[src/rtl/alu_issue_scheduler.sv]
// alu_issue_scheduler
//   Reservation station and issue scheduler for the single combinational ALU.
//   Dispatched ALU-class instructions are buffered until both operands are
//   known. Missing operands are captured from the ALU and LSB broadcast buses.
//   Each cycle, the lowest-index ready entry is issued to the ALU through
//   registered outputs.
//
// Ports
//   clk, rst (sync, active-low), rdy (global enable), in_flush (clear all)
//   in_valid/in_op/in_value1/in_tag1/in_value2/in_tag2/in_imm/in_pc/in_rob_tag
//     : dispatch write port (tag 0 = operand already valid)
//   out_full       : all entries occupied (registered valid bits only)
//   cdb_alu_*      : ALU result broadcast (tag 0 = idle)
//   cdb_lsb_*      : LSB result broadcast (tag 0 = idle)
//   out_op/out_value1/out_value2/out_imm/out_pc/out_rob_tag
//     : registered issue to the ALU; out_op = 0 (NOP) when nothing issues
module alu_issue_scheduler #(
  parameter int unsigned ENTRIES = 8,
  parameter int unsigned TAG_W   = 4,
  parameter int unsigned OP_W    = 6,
  parameter int unsigned DATA_W  = 32
) (
  input  logic              clk,
  input  logic              rst,
  input  logic              rdy,
  input  logic              in_flush,
  input  logic              in_valid,
  input  logic [OP_W-1:0]   in_op,
  input  logic [DATA_W-1:0] in_value1,
  input  logic [TAG_W-1:0]  in_tag1,
  input  logic [DATA_W-1:0] in_value2,
  input  logic [TAG_W-1:0]  in_tag2,
  input  logic [DATA_W-1:0] in_imm,
  input  logic [DATA_W-1:0] in_pc,
  input  logic [TAG_W-1:0]  in_rob_tag,
  output logic              out_full,
  input  logic [TAG_W-1:0]  cdb_alu_tag,
  input  logic [DATA_W-1:0] cdb_alu_value,
  input  logic [TAG_W-1:0]  cdb_lsb_tag,
  input  logic [DATA_W-1:0] cdb_lsb_value,
  output logic [OP_W-1:0]   out_op,
  output logic [DATA_W-1:0] out_value1,
  output logic [DATA_W-1:0] out_value2,
  output logic [DATA_W-1:0] out_imm,
  output logic [DATA_W-1:0] out_pc,
  output logic [TAG_W-1:0]  out_rob_tag
);

  localparam int unsigned IDX_W = $clog2(ENTRIES);

  typedef struct packed {
    logic [TAG_W-1:0]  tag;
    logic [DATA_W-1:0] val;
  } opnd_t;

  // Capture a broadcast value into a waiting operand. A tag of 0 never
  // matches, so an operand that is already valid is never overwritten.
  function automatic opnd_t snoop(input opnd_t o,
                                  input logic [TAG_W-1:0]  at,
                                  input logic [DATA_W-1:0] av,
                                  input logic [TAG_W-1:0]  lt,
                                  input logic [DATA_W-1:0] lv);
    opnd_t r;
    r = o;
    if (o.tag != '0) begin
      if (o.tag == at) begin
        r.tag = '0;
        r.val = av;
      end else if (o.tag == lt) begin
        r.tag = '0;
        r.val = lv;
      end
    end
    return r;
  endfunction

  logic [ENTRIES-1:0] valid_q, valid_d;
  logic [OP_W-1:0]    op_q   [ENTRIES];
  logic [OP_W-1:0]    op_d   [ENTRIES];
  opnd_t              opa_q  [ENTRIES];
  opnd_t              opa_d  [ENTRIES];
  opnd_t              opb_q  [ENTRIES];
  opnd_t              opb_d  [ENTRIES];
  logic [DATA_W-1:0]  imm_q  [ENTRIES];
  logic [DATA_W-1:0]  imm_d  [ENTRIES];
  logic [DATA_W-1:0]  pc_q   [ENTRIES];
  logic [DATA_W-1:0]  pc_d   [ENTRIES];
  logic [TAG_W-1:0]   rob_q  [ENTRIES];
  logic [TAG_W-1:0]   rob_d  [ENTRIES];

  logic [OP_W-1:0]   out_op_q,  out_op_d;
  logic [DATA_W-1:0] out_v1_q,  out_v1_d;
  logic [DATA_W-1:0] out_v2_q,  out_v2_d;
  logic [DATA_W-1:0] out_imm_q, out_imm_d;
  logic [DATA_W-1:0] out_pc_q,  out_pc_d;
  logic [TAG_W-1:0]  out_rob_q, out_rob_d;

  logic [ENTRIES-1:0] ready;
  logic               issue_en;
  logic [IDX_W-1:0]   issue_idx;
  logic               alloc_en;
  logic [IDX_W-1:0]   alloc_idx;

  assign out_full    = &valid_q;
  assign out_op      = out_op_q;
  assign out_value1  = out_v1_q;
  assign out_value2  = out_v2_q;
  assign out_imm     = out_imm_q;
  assign out_pc      = out_pc_q;
  assign out_rob_tag = out_rob_q;

  // Issue and allocation choices both look only at pre-edge state; an
  // issuing entry is valid and therefore never the allocation target.
  always_comb begin
    ready     = '0;
    issue_en  = 1'b0;
    issue_idx = '0;
    alloc_en  = 1'b0;
    alloc_idx = '0;
    for (int unsigned i = 0; i < ENTRIES; i++) begin
      ready[i] = valid_q[i] && (opa_q[i].tag == '0) && (opb_q[i].tag == '0);
    end
    for (int unsigned i = 0; i < ENTRIES; i++) begin
      if (!issue_en && ready[i]) begin
        issue_en  = 1'b1;
        issue_idx = IDX_W'(i);
      end
      if (!alloc_en && !valid_q[i]) begin
        alloc_en  = 1'b1;
        alloc_idx = IDX_W'(i);
      end
    end
  end

  always_comb begin
    valid_d   = valid_q;
    op_d      = op_q;
    opa_d     = opa_q;
    opb_d     = opb_q;
    imm_d     = imm_q;
    pc_d      = pc_q;
    rob_d     = rob_q;
    out_op_d  = '0;
    out_v1_d  = '0;
    out_v2_d  = '0;
    out_imm_d = '0;
    out_pc_d  = '0;
    out_rob_d = '0;
    if (in_flush) begin
      valid_d = '0;
    end else begin
      for (int unsigned i = 0; i < ENTRIES; i++) begin
        if (valid_q[i]) begin
          opa_d[i] = snoop(opa_q[i], cdb_alu_tag, cdb_alu_value, cdb_lsb_tag, cdb_lsb_value);
          opb_d[i] = snoop(opb_q[i], cdb_alu_tag, cdb_alu_value, cdb_lsb_tag, cdb_lsb_value);
        end
      end
      if (issue_en) begin
        valid_d[issue_idx] = 1'b0;
        out_op_d  = op_q[issue_idx];
        out_v1_d  = opa_q[issue_idx].val;
        out_v2_d  = opb_q[issue_idx].val;
        out_imm_d = imm_q[issue_idx];
        out_pc_d  = pc_q[issue_idx];
        out_rob_d = rob_q[issue_idx];
      end
      if (in_valid && alloc_en) begin
        valid_d[alloc_idx] = 1'b1;
        op_d[alloc_idx]    = in_op;
        opa_d[alloc_idx]   = snoop('{tag: in_tag1, val: in_value1},
                                   cdb_alu_tag, cdb_alu_value, cdb_lsb_tag, cdb_lsb_value);
        opb_d[alloc_idx]   = snoop('{tag: in_tag2, val: in_value2},
                                   cdb_alu_tag, cdb_alu_value, cdb_lsb_tag, cdb_lsb_value);
        imm_d[alloc_idx]   = in_imm;
        pc_d[alloc_idx]    = in_pc;
        rob_d[alloc_idx]   = in_rob_tag;
      end
    end
  end

  always_ff @(posedge clk) begin
    if (!rst) begin
      valid_q   <= '0;
      out_op_q  <= '0;
      out_v1_q  <= '0;
      out_v2_q  <= '0;
      out_imm_q <= '0;
      out_pc_q  <= '0;
      out_rob_q <= '0;
      for (int unsigned i = 0; i < ENTRIES; i++) begin
        op_q[i]  <= '0;
        opa_q[i] <= '0;
        opb_q[i] <= '0;
        imm_q[i] <= '0;
        pc_q[i]  <= '0;
        rob_q[i] <= '0;
      end
    end else if (rdy) begin
      valid_q   <= valid_d;
      out_op_q  <= out_op_d;
      out_v1_q  <= out_v1_d;
      out_v2_q  <= out_v2_d;
      out_imm_q <= out_imm_d;
      out_pc_q  <= out_pc_d;
      out_rob_q <= out_rob_d;
      for (int unsigned i = 0; i < ENTRIES; i++) begin
        op_q[i]  <= op_d[i];
        opa_q[i] <= opa_d[i];
        opb_q[i] <= opb_d[i];
        imm_q[i] <= imm_d[i];
        pc_q[i]  <= pc_d[i];
        rob_q[i] <= rob_d[i];
      end
    end
  end

endmodule

[config.mk]
export PLATFORM = sky130hd
export DESIGN_NAME = alu_issue_scheduler
export DESIGN_NICKNAME = d
export VERILOG_FILES = /design/src/rtl/alu_issue_scheduler.sv
export SDC_FILE = /design/constraint.sdc
export NUM_CORES = 2
export LEC_CHECK = 0
export ABC_AREA = 1
export BUFFER_PORTS_ARGS = -buffer_cell sky130_fd_sc_hd__buf_2
export CELL_PAD_IN_SITES_DETAIL_PLACEMENT = 0
export CELL_PAD_IN_SITES_GLOBAL_PLACEMENT = 2
export CORE_MARGIN = 5
export CORE_UTILIZATION = 34
export CTS_CLUSTER_DIAMETER = 40
export DETAILED_ROUTE_END_ITERATION = 6
export GPL_ROUTABILITY_DRIVEN = 0
export PLACE_DENSITY = 0.85
export SYNTH_ARGS = -nofsm -noshare
export SYNTH_HDL_FRONTEND = slang
export SYNTH_SLANG_ARGS = --single-unit
export TNS_END_PERCENT = 100
[constraint.sdc]
create_clock -name clk -period 3 [get_ports clk]
set_input_delay 0.3 -clock clk [delete_from_list [all_inputs] [get_ports clk]]
set_output_delay 0.3 -clock clk [all_outputs]
set_load 0.01 [all_outputs]
## Word-level counts from Yosys, hierarchy flattened

Cells that the tools add are included.

| word-level totals | value |
|---|---|
| register bits after elaboration | 1314 |

| operators by class | value |
|---|---|
| magnitude comparators | 7 |
| eq/ne operators | 36 |
| multiplexer cells | 174 |
| bitwise operators | 6 |
| reductions and logical operators | 91 |

Operator list:

| cell | count |
|---|---|
| 36-bit 2-to-1 mux | 91 |
| 288-bit bitwise mux | 2 |
| 288-bit 2-to-1 mux | 2 |
| 32-bit 2-to-1 mux | 17 |
| 256-bit bitwise mux | 2 |
| 36-bit binary-select mux with 3-bit select | 2 |
| 32-bit binary-select mux with 3-bit select | 2 |
| 4-bit == test | 36 |
| 36-bit demux with 3-bit select | 1 |
| 32-bit demux with 3-bit select | 1 |
| 4-bit nonzero test | 18 |
| 4-bit logical NOT | 16 |
| 48-bit bitwise mux | 1 |
| 3-bit 2-to-1 mux | 12 |
| 1-bit logical AND | 34 |
| 32-bit bitwise mux | 1 |
| 8-bit 2-to-1 mux | 4 |
| 6-bit 2-to-1 mux | 5 |
| 1-bit logical NOT | 20 |
| 1-bit 2-to-1 mux | 20 |
| 4-bit 2-to-1 mux | 5 |
| 6-bit binary-select mux with 3-bit select | 1 |
| 6-bit demux with 3-bit select | 1 |
| 4-bit binary-select mux with 3-bit select | 1 |
| other kinds (14) | 19 |

## Longest topological paths before layout

| depth | value |
|---|---|
| depth after elaboration | 36 |
| mapped depth | 18 |
| depth with buffers taken out | 15 |

## Worst setup path before layout

OpenSTA, ideal clock, no wires.

| timing | value |
|---|---|
| kind | input port to flip-flop |
| start point | in cdb_lsb_tag[1] |
| end point | reg opb_q[187] (netlist name) |
| library setup time | 132 ps |
| arrival | 2039 ps |
| setup slack | 829 ps |
| stages on the path | 11 |
| cell sequence | buf_2 -> buf_2 -> xnor2_1 -> nand4_1 -> a21oi_2 -> clkbuf_1 -> o211ai_1 -> o21ai_0 -> nand2_1 -> nand3_1 -> a21oi_1 |

| on the way | value |
|---|---|
| cells in the longest elaborated chain, start to end | 8 |

Ends and longest elaborated chain:

| what | line | source |
|---|---|---|
| start: declaration | 39 | `input logic [TAG_W-1:0] cdb_lsb_tag,` |
| 4-bit == test | 69 | `end else if (o.tag == lt) begin` |
| 36-bit 2-to-1 mux | 69 |  |
| 36-bit 2-to-1 mux | 66 | `if (o.tag == at) begin` |
| 36-bit 2-to-1 mux | 65 | `if (o.tag != '0) begin` |
| 36-bit 2-to-1 mux (on tied branches) | 153, 167 |  |
| 36-bit 2-to-1 mux | 149 | `if (in_flush) begin` |
| 288-bit bitwise mux | 172 | `opb_d[alloc_idx] = snoop('{tag: in_tag2, val: in_value2},` |
| 288-bit 2-to-1 mux (*) | 167 | `if (in_valid && alloc_en) begin` |
| end signal: indexed assignment | 209 | `opb_q[i] <= opb_d[i];` |
| end: declaration | 82 | `opnd_t opb_q [ENTRIES];` |

Mark *: on every way between the ends. The rest lies on a longest branch, timed or not. The select of a mux whose other input is x is not followed.
A chain may end at the register's enable or synchronous reset.

## Worst setup path after layout

| timing | value |
|---|---|
| start point | reg opb_q[179] (netlist name) |
| end point | reg out_v2_q[11], in the netlist out_value2[11] |

| on the way | value |
|---|---|
| cells in the longest elaborated chain, start to end | 22 |

Ends and longest elaborated chain:

| what | line | source |
|---|---|---|
| 4-bit logical NOT (*) | 121 | `ready[i] = valid_q[i] && (opa_q[i].tag == '0) && (opb_q[i].tag == '0);` |
| 1-bit logical AND (*) | 121 |  |
| 1-bit logical AND (*) | 124 | `if (!issue_en && ready[i]) begin` |
| 1-bit 2-to-1 mux | 124 |  |
| 1-bit logical NOT | 124 |  |
| 1-bit logical AND | 124 |  |
| 1-bit 2-to-1 mux | 124 |  |
| 1-bit logical NOT | 124 |  |
| [5 not listed] | n/a |  |
| 1-bit logical NOT | 124 |  |
| 1-bit logical AND | 124 |  |
| 3-bit 2-to-1 mux | 124 |  |
| 3-bit inverter with 4-bit output (not written as such) | 162 | `out_v2_d = opb_q[issue_idx].val;` |
| 36-bit binary-select mux with 3-bit select | 162 |  |
| 32-bit 2-to-1 mux (not written as such) (2 in a row) | 162 |  |
| 32-bit 2-to-1 mux (*) | 158 | `if (issue_en) begin` |
| 32-bit 2-to-1 mux (*) | 149 |  |
| end signal: assignment | 202 | `out_v2_q <= out_v2_d;` |
| end: declaration | 93 | `logic [DATA_W-1:0] out_v2_q, out_v2_d;` |

Marks and branches as above.

==> out/qor.txt <==
status -> finished, final reports clean
core footprint -> 230300 um2
area of the die -> 241600 um2
Bufs and invs on worst path -> 2
routed wl met2 -> 160.8 mm
largest fanout on the critical path -> 88
initial DRC count -> 10124
fmax -> 0.3445 GHz
Yosys top cell area share -> 0.3336
syn nets -> 13351
EDFF count, synth -> 0
final WL -> 378.6 mm
part of the Yosys area used for sequential elements -> 0.3336
slew margin rel. -> 0.1637
Pleak -> 42.34 nW
DR WL/cell -> 22.91 um
crit-path max cell delay -> 0.42 ns
Max Transition Viols Final -> 0
power density cells -> 585.4 nW/um2
share of cells above drive strength 1 -> 0.1056
vias in the first global route -> 82281
cell family with most CP delay -> simple AND/OR/NAND/NOR gates
root buffer cell -> clkbuf_16
worst flop-to-flop path endpoint -> out_value2[11]$_SDFFE_PN0P_
GR Overflow Total -> 0
worst hold path type -> in -> reg
met1 WL -> 162.8 mm
Worst-Skew Late Latency -> 0.96 ns
critical-path cell list -> nor2_1, nand3_1, nor2_2, nor2_2, nand2_1, nor2_2, nand4_4, buf_12, buf_12, nand3b_1, a21oi_1, nor2_4, nand2_1, a21oi_1
CP Launch Type -> flip-flop
setup violators final -> 0
Async S/R FF share, synth -> 0
Final Total Pwr -> 56.94 mW
VDD IR max -> 0.3586 mV
Placement Setup Slack -> 0.07539 ns
largest net degree at the start of global routing -> 164
I/O Pins -> 362
worst reg2reg path depth -> 14
Post-DRT Antenna Nets -> 0
Final Skew -> 0.06672 ns
CP Launch Point -> opb_q[179]$_SDFFE_PN0P_
CP endpoint kind -> flip-flop
Required @ worst endpoint -> 3.78 ns
most common cell after layout, fill and taps aside -> nand2_1
first-pass GRT wire length -> 552.6 mm
Most Frequent Cell on Critical Path -> nor2_2
IO buf count -> 361
WL met3 -> 36.64 mm
Die Y -> 491.6 um
#FFs+latches synth -> 1314
initial antenna violation count -> 46
slowest cell on the critical path -> buf_12
area post-placement -> 85530 um2
WP depth -> 14
detailed-route via count -> 90013
synth unique cells -> 48
post-synthesis average cell area -> 6.006 um2
Hold Vio Cnt, Final -> 0
dpl hpwl -> 232.2 mm
Final min period -> 2.903 ns
CTS Buf Count -> 311
Clock Sinks -> 1314
setup slack, reg-to-reg -> 0.1 ns
final net count -> 13487
crit share post-route -> 0.9677
CTS tree -> built
cell count after synthesis -> 13128
Yosys warning count -> 0
DRT Pass-1 Iters -> 6
Initial Util -> 0.3423
# H-tree levels -> 5
std cell rows -> 176
commonest non-fill, non-tap cells in the layout -> nand2_1 (3968), o21ai_0 (1788), a21oi_1 (1616)
final instance area -> 97270 um2
Cell Area, Synth -> 78850 um2
die width -> 491.6 um
Hold WS -> 0.08023 ns
CTS Buffer Depth -> 4
DR vias/cell -> 5.446
Top FF cell, synth -> dfxtp_1
unrepaired setup endpoints after global routing -> yes
dominant cells by area after synthesis -> dfxtp_1 (33%), nand2_1 (19%), o21ai_0 (11%)
DRC -> 0
gr usage total -> 0.2976
uppermost layer routed -> met5
Setup CP Type -> reg -> reg
critical path capture point -> out_value2[11]$_SDFFE_PN0P_
Slew @ Worst Pin -> 1.254 ns
Final WS setup -> 0.09682 ns
area grow syn2layout -> 23.37%
Worst-path clk slew -> 0.05 ns
WP data arrival -> 3.68 ns
Max-cap violations -> 0
worst r2r src -> opb_q[179]$_SDFFE_PN0P_
post-synth top area cell -> dfxtp_1
Yosys cell counts, types with 52 or more instances:
master,count
clkbuf_1,720
o21ai_0,1788
nor2_1,390
buf_2,287
nand3_1,783
buf_1,75
nand2_1,3984
xor2_1,90
o21ai_1,162
o211ai_1,201
dfxtp_1,1314
inv_1,1404
nand3b_1,52
a21oi_1,1617
xnor2_1,54
kinds of logic after synthesis:
logic type | share of synthesized area
simple gates | 0.2682
xor+xnor | 0.01600
buf+inv | 0.1275
flops | 0.3336
mux | 0.0009998
compound gates | 0.2536
worst min path at each step:
stage | to | cells past startpoint | from | slack [ns]
after detailed placement | pc_q[47]$_SDFFE_PN0P_ | 2 | pc_q[47]$_SDFFE_PN0P_ | 0.44
after global routing | opa_q[180]$_SDFFE_PN0P_ | 6 | in_value1[0] | 0.06
final | opb_q[188]$_SDFFE_PN0P_ | 7 | cdb_alu_value[8] | 0.08
after CTS | opb_q[194]$_SDFFE_PN0P_ | 7 | cdb_alu_value[14] | 0.003
after floorplan | imm_q[0]$_SDFFE_PN0P_ | 2 | imm_q[0]$_SDFFE_PN0P_ | 0.43
after global placement | op_q[26]$_SDFFE_PN0P_ | 2 | op_q[26]$_SDFFE_PN0P_ | 0.44
repair_timing:
action,CTS,global route
setup buffers,0,2
setup endpoints to repair,0,93
hold endpoints to repair,725,0
hold buffers,116,0
resized for setup,0,22
worst reg2reg max path, delay by kind of cell, from the launching register on:
family / cells / cell delay (ns)
AO/OA/AOI/OAI: 2 / 0.37
AND/OR/NAND/NOR: 10 / 1.38
buffers and inverters: 2 / 0.68
flip-flops: 1 / 0.31
per-layer routing:
layer | track usage | vias to the layer above
li1 | - | 42613
met1 | 0.4058 | 42048
met2 | 0.4492 | 4483
met3 | 0.06341 | 857
met4 | 0.1359 | 12
met5 | 0 | -
sequential cells by signal (all words and copies together), names as in the netlist, 48 cells and up:
signal,count
pc_q,256
imm_q,256
opb_q,288
opa_q,288
op_q,48
power breakdown:
part / switching, mW / leakage, nW / internal [mW]
Combinational: 3.67 / 26.7 / 1.44
Clock: 10.8 / 5.07 / 23.3
Sequential: 0.0864 / 10.6 / 17.7
Total: 14.6 / 42.3 / 42.4
final cells by class:
class	instances	area, um2
Fill cell	24058	133100
Multi-Input combinational cell	9267	42740
Sequential cell	1314	26310
Clock buffer	431	8981
Timing Repair Buffer	934	8610
Inverter	1436	5430
Tap cell	3026	3786
Clock inverter	101	1376
Antenna cell	18	45.04
metrics by stage:
stage	TNS [ns]	util	instances
after global placement	0	0.3713	15857
after global routing	-0.07187	0.4222	16518
after detailed placement	0	0.3713	15857
final	0	0.4223	16527
after floorplan	0	-	13128
after CTS	0	0.4213	16505
Note: power is estimated with default switching activity, not from simulation.
